File: config.mk
export PLATFORM = sky130hd
export DESIGN_NAME = count_sequencer
export DESIGN_NICKNAME = d
export VERILOG_FILES = /design/src/rtl/count_sequencer.sv
export SDC_FILE = /design/constraint.sdc
export NUM_CORES = 1
export LEC_CHECK = 0
export ABC_AREA = 1
export BUFFER_PORTS_ARGS = -buffer_cell sky130_fd_sc_hd__buf_2
export CAP_MARGIN = 20
export CORE_MARGIN = 3
export CORE_UTILIZATION = 35
export DETAILED_ROUTE_END_ITERATION = 12
export SLEW_MARGIN = 20
export SYNTH_ARGS = -nofsm -noshare
export SYNTH_HDL_FRONTEND = slang
export SYNTH_SLANG_ARGS = --single-unit
File: constraint.sdc
create_clock -name iCLOCK -period 1.85 [get_ports iCLOCK]
set_input_delay 0.185 -clock iCLOCK [delete_from_list [all_inputs] [get_ports iCLOCK]]
set_output_delay 0.185 -clock iCLOCK [all_outputs]
set_load 0.05 [all_outputs]
File: src/rtl/count_sequencer.sv
// Sequencer for the 3-bit binary/Gray counter: divided tick, step/wrap tracking, mode select.
// Latency: all outputs registered, one clock after the inputs that cause them; pause/clear act on the next edge.
module count_sequencer #(
    parameter int OLD_HZ          = 100000000,
    parameter int NEW_HZ          = 1,
    parameter int CYCLES_PER_MODE = 2
) (
    input  logic       iCLOCK,
    input  logic       inRESET,
    input  logic       iRUN,
    input  logic       iCLEAR,
    input  logic       iAUTO,
    input  logic       iM,
    output logic       oM,
    output logic       oTICK,
    output logic       oWRAP,
    output logic [2:0] oSTEP,
    output logic [7:0] oCYCLES,
    output logic [1:0] oSTATE
);

    localparam int          DIV        = OLD_HZ / NEW_HZ;
    localparam int          PW         = (DIV > 1) ? $clog2(DIV) : 1;
    localparam logic [PW-1:0] PRESC_LAST = PW'(DIV - 1);
    localparam int unsigned CYC_LAST   = CYCLES_PER_MODE - 1;

    typedef enum logic [1:0] {
        S_IDLE     = 2'b00,
        S_RUN_BIN  = 2'b01,
        S_RUN_GRAY = 2'b10,
        S_PAUSE    = 2'b11
    } state_t;

    state_t        state_q, state_d;
    logic          m_q, m_d;
    logic          tick_q, tick_d;
    logic          wrap_q, wrap_d;
    logic [2:0]    step_q, step_d;
    logic [7:0]    cycles_q, cycles_d;
    logic [PW-1:0] presc_q, presc_d;
    logic          cyc_done;

    function automatic state_t run_state(input logic mode);
        return mode ? S_RUN_GRAY : S_RUN_BIN;
    endfunction

    // >= rather than == so counts accumulated in manual mode still trigger a toggle.
    assign cyc_done = ({24'd0, cycles_q} >= CYC_LAST);

    always_comb begin
        state_d  = state_q;
        m_d      = m_q;
        presc_d  = presc_q;
        step_d   = step_q;
        cycles_d = cycles_q;
        tick_d   = 1'b0;
        wrap_d   = 1'b0;

        if (iCLEAR) begin
            state_d  = S_IDLE;
            presc_d  = '0;
            step_d   = '0;
            cycles_d = '0;
        end else begin
            case (state_q)
                S_IDLE: begin
                    presc_d  = '0;
                    step_d   = '0;
                    cycles_d = '0;
                    if (iRUN) begin
                        m_d     = !iAUTO && iM;
                        state_d = run_state(!iAUTO && iM);
                    end
                end
                S_RUN_BIN, S_RUN_GRAY: begin
                    if (!iRUN) begin
                        // Prescaler freezes as-is, so a suppressed tick fires right after resume.
                        state_d = S_PAUSE;
                    end else if (presc_q == PRESC_LAST) begin
                        presc_d = '0;
                        tick_d  = 1'b1;
                        step_d  = step_q + 3'd1;
                        if (step_q == 3'd7) begin
                            wrap_d = 1'b1;
                            if (iAUTO && cyc_done) begin
                                m_d      = !m_q;
                                cycles_d = '0;
                            end else if (!iAUTO && (iM != m_q)) begin
                                m_d      = iM;
                                cycles_d = '0;
                            end else if (cycles_q != 8'hFF) begin
                                cycles_d = cycles_q + 8'd1;
                            end
                            state_d = run_state(m_d);
                        end
                    end else begin
                        presc_d = presc_q + PW'(1);
                    end
                end
                S_PAUSE: begin
                    if (iRUN) begin
                        state_d = run_state(m_q);
                    end
                end
                default: state_d = S_IDLE;
            endcase
        end
    end

    always_ff @(posedge iCLOCK or negedge inRESET) begin
        if (!inRESET) begin
            state_q  <= S_IDLE;
            m_q      <= 1'b0;
            tick_q   <= 1'b0;
            wrap_q   <= 1'b0;
            step_q   <= '0;
            cycles_q <= '0;
            presc_q  <= '0;
        end else begin
            state_q  <= state_d;
            m_q      <= m_d;
            tick_q   <= tick_d;
            wrap_q   <= wrap_d;
            step_q   <= step_d;
            cycles_q <= cycles_d;
            presc_q  <= presc_d;
        end
    end

    assign oM      = m_q;
    assign oTICK   = tick_q;
    assign oWRAP   = wrap_q;
    assign oSTEP   = step_q;
    assign oCYCLES = cycles_q;
    assign oSTATE  = state_q;

endmodule

==> results of run 1 <==
power groups by stage:
stage / Sequential (mW) / Clock, mW / Combinational (mW)
6_report: 1.05 / 0.801 / 1.95
3_5_place_dp: 1.07 / 0 / 1.65
4_1_cts: 1.06 / 0.826 / 1.71
3_3_place_gp: 1.07 / 0 / 1.64
5_1_grt: 1.06 / 0.864 / 2.14
2_1_floorplan: 1.23 / 0 / 1.11
worst paths after layout:
path / start / to / slack [ps] / depth (start not counted)
min: iRUN / oTICK$_DFF_PN0_ / 190 / 3
max reg2reg: oSTATE[1]$_DFFE_PN0P_ / presc_q[18]$_DFFE_PN0P_ / 90 / 11
max in group asynchronous: inRESET / oCYCLES[0]$_DFFE_PN0P_ / 870 / 3
max: oSTATE[1]$_DFFE_PN0P_ / presc_q[18]$_DFFE_PN0P_ / 90 / 11
min reg2reg: oSTEP[1]$_DFFE_PN0P_ / oSTEP[1]$_DFFE_PN0P_ / 520 / 2
min in group asynchronous: inRESET / presc_q[26]$_DFFE_PN0P_ / 400 / 2
metal layers:
metal	track usage	up-vias	routed length [µm]
met5	0	-	0
met4	0.0288	0	51
met3	0.0258	5	269
met2	0.258	53	3390
met1	0.198	1255	3290
li1	-	1393	-
layout make-up:
type                       instances  area [µm²]
clock buffer                       6        82.6
clock inverter                     2        38.8
fill                             824        4390
inverter                          62         250
multi-input combinational        298        1640
sequential                        43        1080
tap                              102         128
timing repair buffer              45         320
worst reg2reg max path, cell delays in order, from the launching register on:
cell and delay [ps]:
dfrtp_2 440, inv_2 80, ha_4 230, nand2_4 90, o21ai_4 70, nand2_4 150, nand2_4 90, nor2_4 200
nand2_2 80, nor2_2 100, nand2_1 60, a21oi_2 120
synth_stat cells:
master,count,area (µm²)
nand3_2,2,20.0
buf_12,1,20.0
o21bai_1,2,15.0
nand2_2,5,31.3
nand2_4,2,22.5
nand4_2,1,12.5
o21ai_0,14,70.1
nor2_1,45,169
nor2_2,8,50.1
nor3_1,10,50.1
nand2_1,110,413
nor2_4,5,56.3
nand4_1,13,81.3
nand3b_1,1,7.51
nor3_2,2,20.0
inv_1,55,206
nand3_4,2,35.0
ha_1,9,113
o211ai_1,1,7.51
nand3_1,31,155
nand2_8,2,40.0
a31oi_1,1,6.26
o21ai_1,6,30.0
o21ai_2,4,35.0
xor2_1,5,43.8
a21boi_0,1,7.51
a21oi_1,10,50.1
buf_6,1,11.3
a22o_1,1,8.76
dfrtp_1,43,1080
inv_2,4,15.0
xnor2_1,3,26.3
clkinv_8,1,16.3
clkinv_1,1,3.75
inv_6,1,8.76
a211oi_1,1,7.51
logic make-up (layout without fill, tap and decap cells):
family / after synthesis / after routing
flip-flops: 43 / 43
buffers and inverters: 64 / 115
XOR/XNOR: 8 / 8
AND/OR/NAND/NOR: 239 / 240
adder cells (fa/ha/maj): 9 / 9
AO/OA/AOI/OAI: 41 / 41
repair_timing:
item	CTS	global route
cloned	1	0
buffers inserted	2	10
pin swaps	1	11
gates resized for setup	0	11
setup endpoints to repair	2	30
hold buffers	1	0
hold endpoints to repair	20	0
cells in the final DEF, fill, tap and decap left out, types with 4 or more instances in the layout:
cell type and instances:
nor2_2 9, nand4_1 13, inv_1 52, nand3_1 30
buf_2 21, ha_1 7, o21ai_1 6, nor2_4 5
a21oi_1 9, nand2_1 108, dfrtp_1 39, clkbuf_8 6
nor3_1 10, nand2_2 6, inv_2 7, nand2_4 4
o21ai_0 14, nor2_1 44, xor2_1 5, dfrtp_2 4
buf_4 19
state kept, by name, indices dropped and copies added (netlist names):
signal / count
oCYCLES: 8
oWRAP: 1
oSTATE: 2
oSTEP: 3
oTICK: 1
oM: 1
presc_q: 27
stage by stage:
stage | total power, mW | setup slack, ps | area, µm² | instances | hold WS (ps)
after global routing | 4.07 | -23.2 | 3540 | 558 | 179
after floorplan | 2.34 | -2.57 | 2960 | 404 | -111
after detailed placement | 2.72 | 3.64 | 3240 | 536 | 200
after global placement | 2.71 | 64.9 | 3240 | 536 | 198
after CTS | 3.59 | 6.54 | 3400 | 548 | 174
final | 3.80 | 90.9 | 3540 | 558 | 188
==> metrics.md, run 1 <==
| Metric | Value |
|---|---|
| Final worst-path cycle share | 0.951 |
| H-tree depth | 2 |
| Most frequent CP cell | nand2_4 |
| Site row count | 32 |
| Vias per cell | 4.85 |
| Total CTS buffers | 5 |
| Setup_tns | 0 ps |
| Core Area | 7930 µm² |
| RSZ-0062 raised after global routing | true |
| Net Sw Power | 1.61 mW |
| Leak | 1.67 nW |
| # port buffers | 21 |
| Layout cells sized above 1 | 0.232 |
| Fmax | 568 MHz |
| Fraction of the mapped netlist area in simple logic gates | 0.396 |
| Vias in the first global route | 2569 |
| Final count of hold timing violations | 0 |
| Final Core Density | 0.446 |
| Min Tclk post-route | 1760 ps |
| Post-Synthesis Cells | 404 |
| Clock latency on the worst-skew pair | 300 ps |
| I/O pin count | 22 |
| Largest net degree at the start of global routing | 23 |
| Initial Utilization | 0.371 |
| Synth Area in Compound Gates | 0.0808 |
| Vias after detailed routing | 2706 |
| Root buffer cell | clkbuf_8 |
| Critical path peak fanout | 8 |
| # diodes | 0 |
| TritonRoute pass-1 iters | 4 |
| Post-Syn Nets | 419 |
| CP max-delay cell | dfrtp_2 |
| Unique masters post-synth | 36 |
| Crit-path max cell delay | 440 ps |
| Cell internal pwr | 2.19 mW |
| Least-Margin Pin Slew | 519 ps |
| Post-DP HPWL | 5.25 mm |
| Nets@finish | 470 |
| Mapped Area | 2940 µm² |
| Gpl congestion | 0.907 |
| Switch share | 0.424 |
| Hold WC Path Type | in2reg |
| Final setup violation count | 0 |
| Post-synthesis sequential area ratio | 0.366 |
| Adder-Cell Fraction of Synth Area | 0.0383 |
| Status | completed |
| Fin. max-slew vios | 0 |
| Area Growth Syn to Fin | 20.3% |
| Clk pwr share | 0.211 |
| Clock Sinks | 43 |
| Max-capacitance violation count | 0 |
| Syn_area_per_cell | 7.28 µm² |
| Cells along the critical path | inv_2 > ha_4 > nand2_4 > o21ai_4 > nand2_4 > nand2_4 > nor2_4 > nand2_2 > nor2_2 > nand2_1 > a21oi_2 |
| Worst VDD drop | 0.921 mV |
| Delay-heaviest family, CP | simple AND/OR/NAND/NOR gates |
| Gr usage total | 0.150 |
| Drt initial violations | 91 |
| Register clock-pin slew on the reported worst setup and hold paths | 90 ps |
| Normalized max-slew margin | 0.654 |
| CTS max path bufs | 2 |
| DIE AREA | 9540 µm² |
| DRT antenna net count | 0 |
| Crit path arrival time | 2000 ps |
| Pwr/cell area | 1070 nW/µm² |
| Clk_skew | 11.4 ps |
| Critical path buffer and inverter count | 1 |
| Critical path class | reg2reg |
| Post-synthesis register bit count | 43 |
| First-pass GRT wire length | 11.9 mm |
| Post-Synth XOR/XNOR Area | 0.0238 |
| Largest family of logic cells by synthesized area | simple AND/OR/NAND/NOR gates |
| Initial antenna violation count | 0 |
| Total congestion overflow | 0 |
| DR WL/cell | 12.6 µm |
| Synth warn | 0 |
| DRC viols | 0 |
| TritonCTS clock tree | built |
| Comb pwr share | 0.512 |
| Kind of start point of the critical path | flop |
| Die height | 97.7 µm |
| CP endpoint kind | flop |
| Sequential power share | 0.277 |
| Die W | 97.7 µm |
| DRT Wirelength | 7.00 mm |
| Worst path required time | 2090 ps |
| Mux contribution to synthesized area | 0 |
Note: power is estimated with default switching activity, not from simulation.
==> run 2, diff against run 1 <==
--- a/config.mk
+++ b/config.mk
@@ -8,9 +8,12 @@
 export ABC_AREA = 1
 export BUFFER_PORTS_ARGS = -buffer_cell sky130_fd_sc_hd__buf_2
 export CAP_MARGIN = 20
+export CELL_PAD_IN_SITES_DETAIL_PLACEMENT = 1
+export CELL_PAD_IN_SITES_GLOBAL_PLACEMENT = 2
 export CORE_MARGIN = 3
 export CORE_UTILIZATION = 35
 export DETAILED_ROUTE_END_ITERATION = 12
+export PLACE_DENSITY_LB_ADDON = 0.1
 export SLEW_MARGIN = 20
 export SYNTH_ARGS = -nofsm -noshare
 export SYNTH_HDL_FRONTEND = slang
==> constraint.sdc (replaced) <==
create_clock -name iCLOCK -period 2 [get_ports iCLOCK]
set_input_delay 0.2 -clock iCLOCK [delete_from_list [all_inputs] [get_ports iCLOCK]]
set_output_delay 0.2 -clock iCLOCK [all_outputs]
set_load 0.05 [all_outputs]
==> run 2 against run 1 <==
The run now ends with negative hold slack left. Cell count down 1.6%. Sequential power down 7%. Via count about the same. First-iteration DRC count down 8.8%. Global-route usage up 2.4 points. Hold slack worse by 200 ps. Critical path type unchanged. Largest power group unchanged.
==> metrics.md, run 2 (synthesis results as in run 1) <==
| Metric | Value |
|---|---|
| Worst VDD drop | 0.547 mV (-41%) |
| First-pass GRT wire length | 13.8 mm (+16%) |
| Register area | 1080 µm² (-0.12%) |
| Clk_skew | 15.0 ps (+3.56 ps) |
| Crit path arrival time | 2080 ps (+80 ps) |
| Crit path capture | presc_q[19]$_DFFE_PN0P_ |
| Total CTS buffers | 5 (unchanged) |
| Reg2Reg Launch Point | oSTATE[1]$_DFFE_PN0P_ |
| TritonRoute pass-1 iters | 4 (unchanged) |
| Critical path class | reg2reg |
| Filler cells | 1054 (+28%) |
| Setup crit start | oSTATE[1]$_DFFE_PN0P_ |
| Most frequent CP cell | nand2_4 |
| CP endpoint kind | flop |
| Final worst-path cycle share | 0.940 (-0.0111) |
| Pwr/cell area | 977 nW/µm² (-9.1%) |
| H-tree depth | 2 (unchanged) |
| Kind of start point of the critical path | flop |
| Core Area | 7930 µm² (unchanged) |
| Initial antenna violation count | 0 (unchanged) |
| Reg-to-reg slack, setup | 120 ps (+30 ps) |
| Least-Margin Pin Slew | 601 ps (+82.2 ps) |
| I/O pin count | 22 (unchanged) |
| Total congestion overflow | 0 (unchanged) |
| Clock Sinks | 43 (unchanged) |
| Final count of hold timing violations | 34 (+34) |
| Fin. max-slew vios | 0 (unchanged) |
| Most frequent cells in the layout | nand2_1, inv_1, nor2_1 |
| DIE AREA | 9540 µm² (unchanged) |
| Normalized max-slew margin | 0.599 (-0.0548) |
| Post-DP HPWL | 6.03 mm (+15%) |
| Worst path required time | 2200 ps (+110 ps) |
| Die height | 97.7 µm (unchanged) |
| Clock latency on the worst-skew pair | 300 ps (about the same) |
| Largest net degree at the start of global routing | 44 (+91%) |
| Gr usage total | 0.174 (+0.0243) |
| Fmax | 532 MHz (-6.4%) |
| Final Hold Slack | -13.0 ps (-201 ps) |
| Max-capacitance violation count | 0 (unchanged) |
| Vias after detailed routing | 2708 (+0.074%) |
| Vias in the first global route | 2871 (+12%) |
| Final setup violation count | 0 (unchanged) |
| Sequential power share | 0.292 (+0.015) |
| # diodes | 0 (unchanged) |
| Drt initial violations | 83 (-8.8%) |
| Max reg flops | 27 (unchanged) |
| Clk pwr share | 0.168 (-0.043) |
| DRT Wirelength | 7.92 mm (+13%) |
| Nets@finish | 461 (-1.9%) |
| Slack of the critical path | 121 ps (+29.6 ps) |
| DP Worst Slack | 29.8 ps (+26.2 ps) |
| Initial Utilization | 0.371 (unchanged) |
| Vias per cell | 4.93 (+1.7%) |
| Comb pwr share | 0.540 (+0.028) |
| DR WL/cell | 14.4 µm (+15%) |
| Register clock-pin slew on the reported worst setup and hold paths | 90 ps (about the same) |
| Crit-path max cell delay | 430 ps (about the same) |
| CP max-delay cell | dfrtp_2 |
| Hold WC Path Type | in2async |
| Cells along the critical path | inv_1 > ha_4 > nand2_4 > o21ai_4 > nand2_4 > buf_4 > nand2_2 > nor3_2 > nand2_1 > o21ai_2 > nor2_2 |
| Status | finished with violations |
| Multi-input gate area | 1620 µm² (-0.99%) |
| Most flops, register | presc_q |
| Min Tclk post-route | 1880 ps (+120 ps) |
| Failing checks | negative hold slack |
| Gpl congestion | 0.779 (-14%) |
| DRC viols | 0 (unchanged) |
| Register-to-Register Path Depth | 11 (unchanged) |
| Commonest non-fill, non-tap cell in the layout | nand2_1 |
| Die W | 97.7 µm (unchanged) |
| Switch share | 0.452 (+0.0280) |
| TritonCTS clock tree | built |
| Net Sw Power | 1.51 mW (-6.4%) |
| Setup_tns | 0 ps (unchanged) |
| Area Growth Syn to Fin | 16.2% |
| DRT antenna net count | 0 (unchanged) |
| # port buffers | 21 (unchanged) |
| Critical R2R Capture | presc_q[19]$_DFFE_PN0P_ |
| Cell internal pwr | 1.83 mW (-16%) |
| CTS max path bufs | 2 (unchanged) |
| Root buffer cell | clkbuf_8 |
| Site row count | 32 (unchanged) |
| Critical path peak fanout | 5 (-3) |
| Leak | 1.62 nW (-3.2%) |
| Layout cells sized above 1 | 0.197 (-0.0356) |
## run 2: worst max-delay path: cells and delay by family, from the launching register on
family,cells,cell delay [ps]
AOI/OAI and AO/OA,2,230
adders and majority gates,1,240
buffers and inverters,2,250
DFF,1,430
and+or+nand+nor,6,640
## run 2: repair_timing
item,CTS,global route
hold buffers,0,0
endpoints found under the setup margin,0,20
buffers inserted,0,7
resized for setup,0,7
## run 2: metal layers
metal / up-vias / routed length (µm) / track usage
li1: 1372 / - / -
met2: 22 / 4200 / 0.331
met1: 1306 / 3460 / 0.206
met4: 0 / 88 / 0.0394
met3: 8 / 167 / 0.0237
met5: - / 0 / 0
## run 2: stage by stage
stage                     hold slack (ps)  utilization  std cells  power (mW)  cell area [µm²]
final                               -13.0        0.431        549        3.34             3420
after detailed placement              341        0.408        533        2.61             3230
after global routing                 37.6        0.431        549        3.60             3420
after global placement                335        0.408        533        2.59             3230
after floorplan                     -95.6            -        404        2.13             2950
after CTS                            8.11        0.418        541        3.18             3310
## run 2: how the worst min path moves through the flow
stage | start | endpoint | slack, ps
2_1_floorplan | inRESET | oCYCLES[0]$_DFFE_PN0P_ | -100
3_3_place_gp | inRESET | presc_q[3]$_DFFE_PN0P_ | 340
3_5_place_dp | inRESET | presc_q[0]$_DFFE_PN0P_ | 340
4_1_cts | inRESET | presc_q[22]$_DFFE_PN0P_ | 8
5_1_grt | inRESET | presc_q[19]$_DFFE_PN0P_ | 40
6_report | inRESET | presc_q[0]$_DFFE_PN0P_ | -10
## run 2: cell type report
type                       count  share of cell area
multi-input combinational    298               0.475
sequential                    43               0.316
timing repair buffer          36              0.0747
inverter                      62              0.0732
tap                          102              0.0373
clock buffer                   7              0.0223
clock inverter                 1             0.00146
## run 2: power groups by stage
stage                     logic [mW]  registers, mW  clock network, mW
after floorplan                0.998           1.13                  0
after global placement          1.60          0.987                  0
after detailed placement        1.62          0.991                  0
after CTS                       1.63          0.974              0.585
after global routing            2.00          0.986              0.621
final                           1.80          0.974              0.562
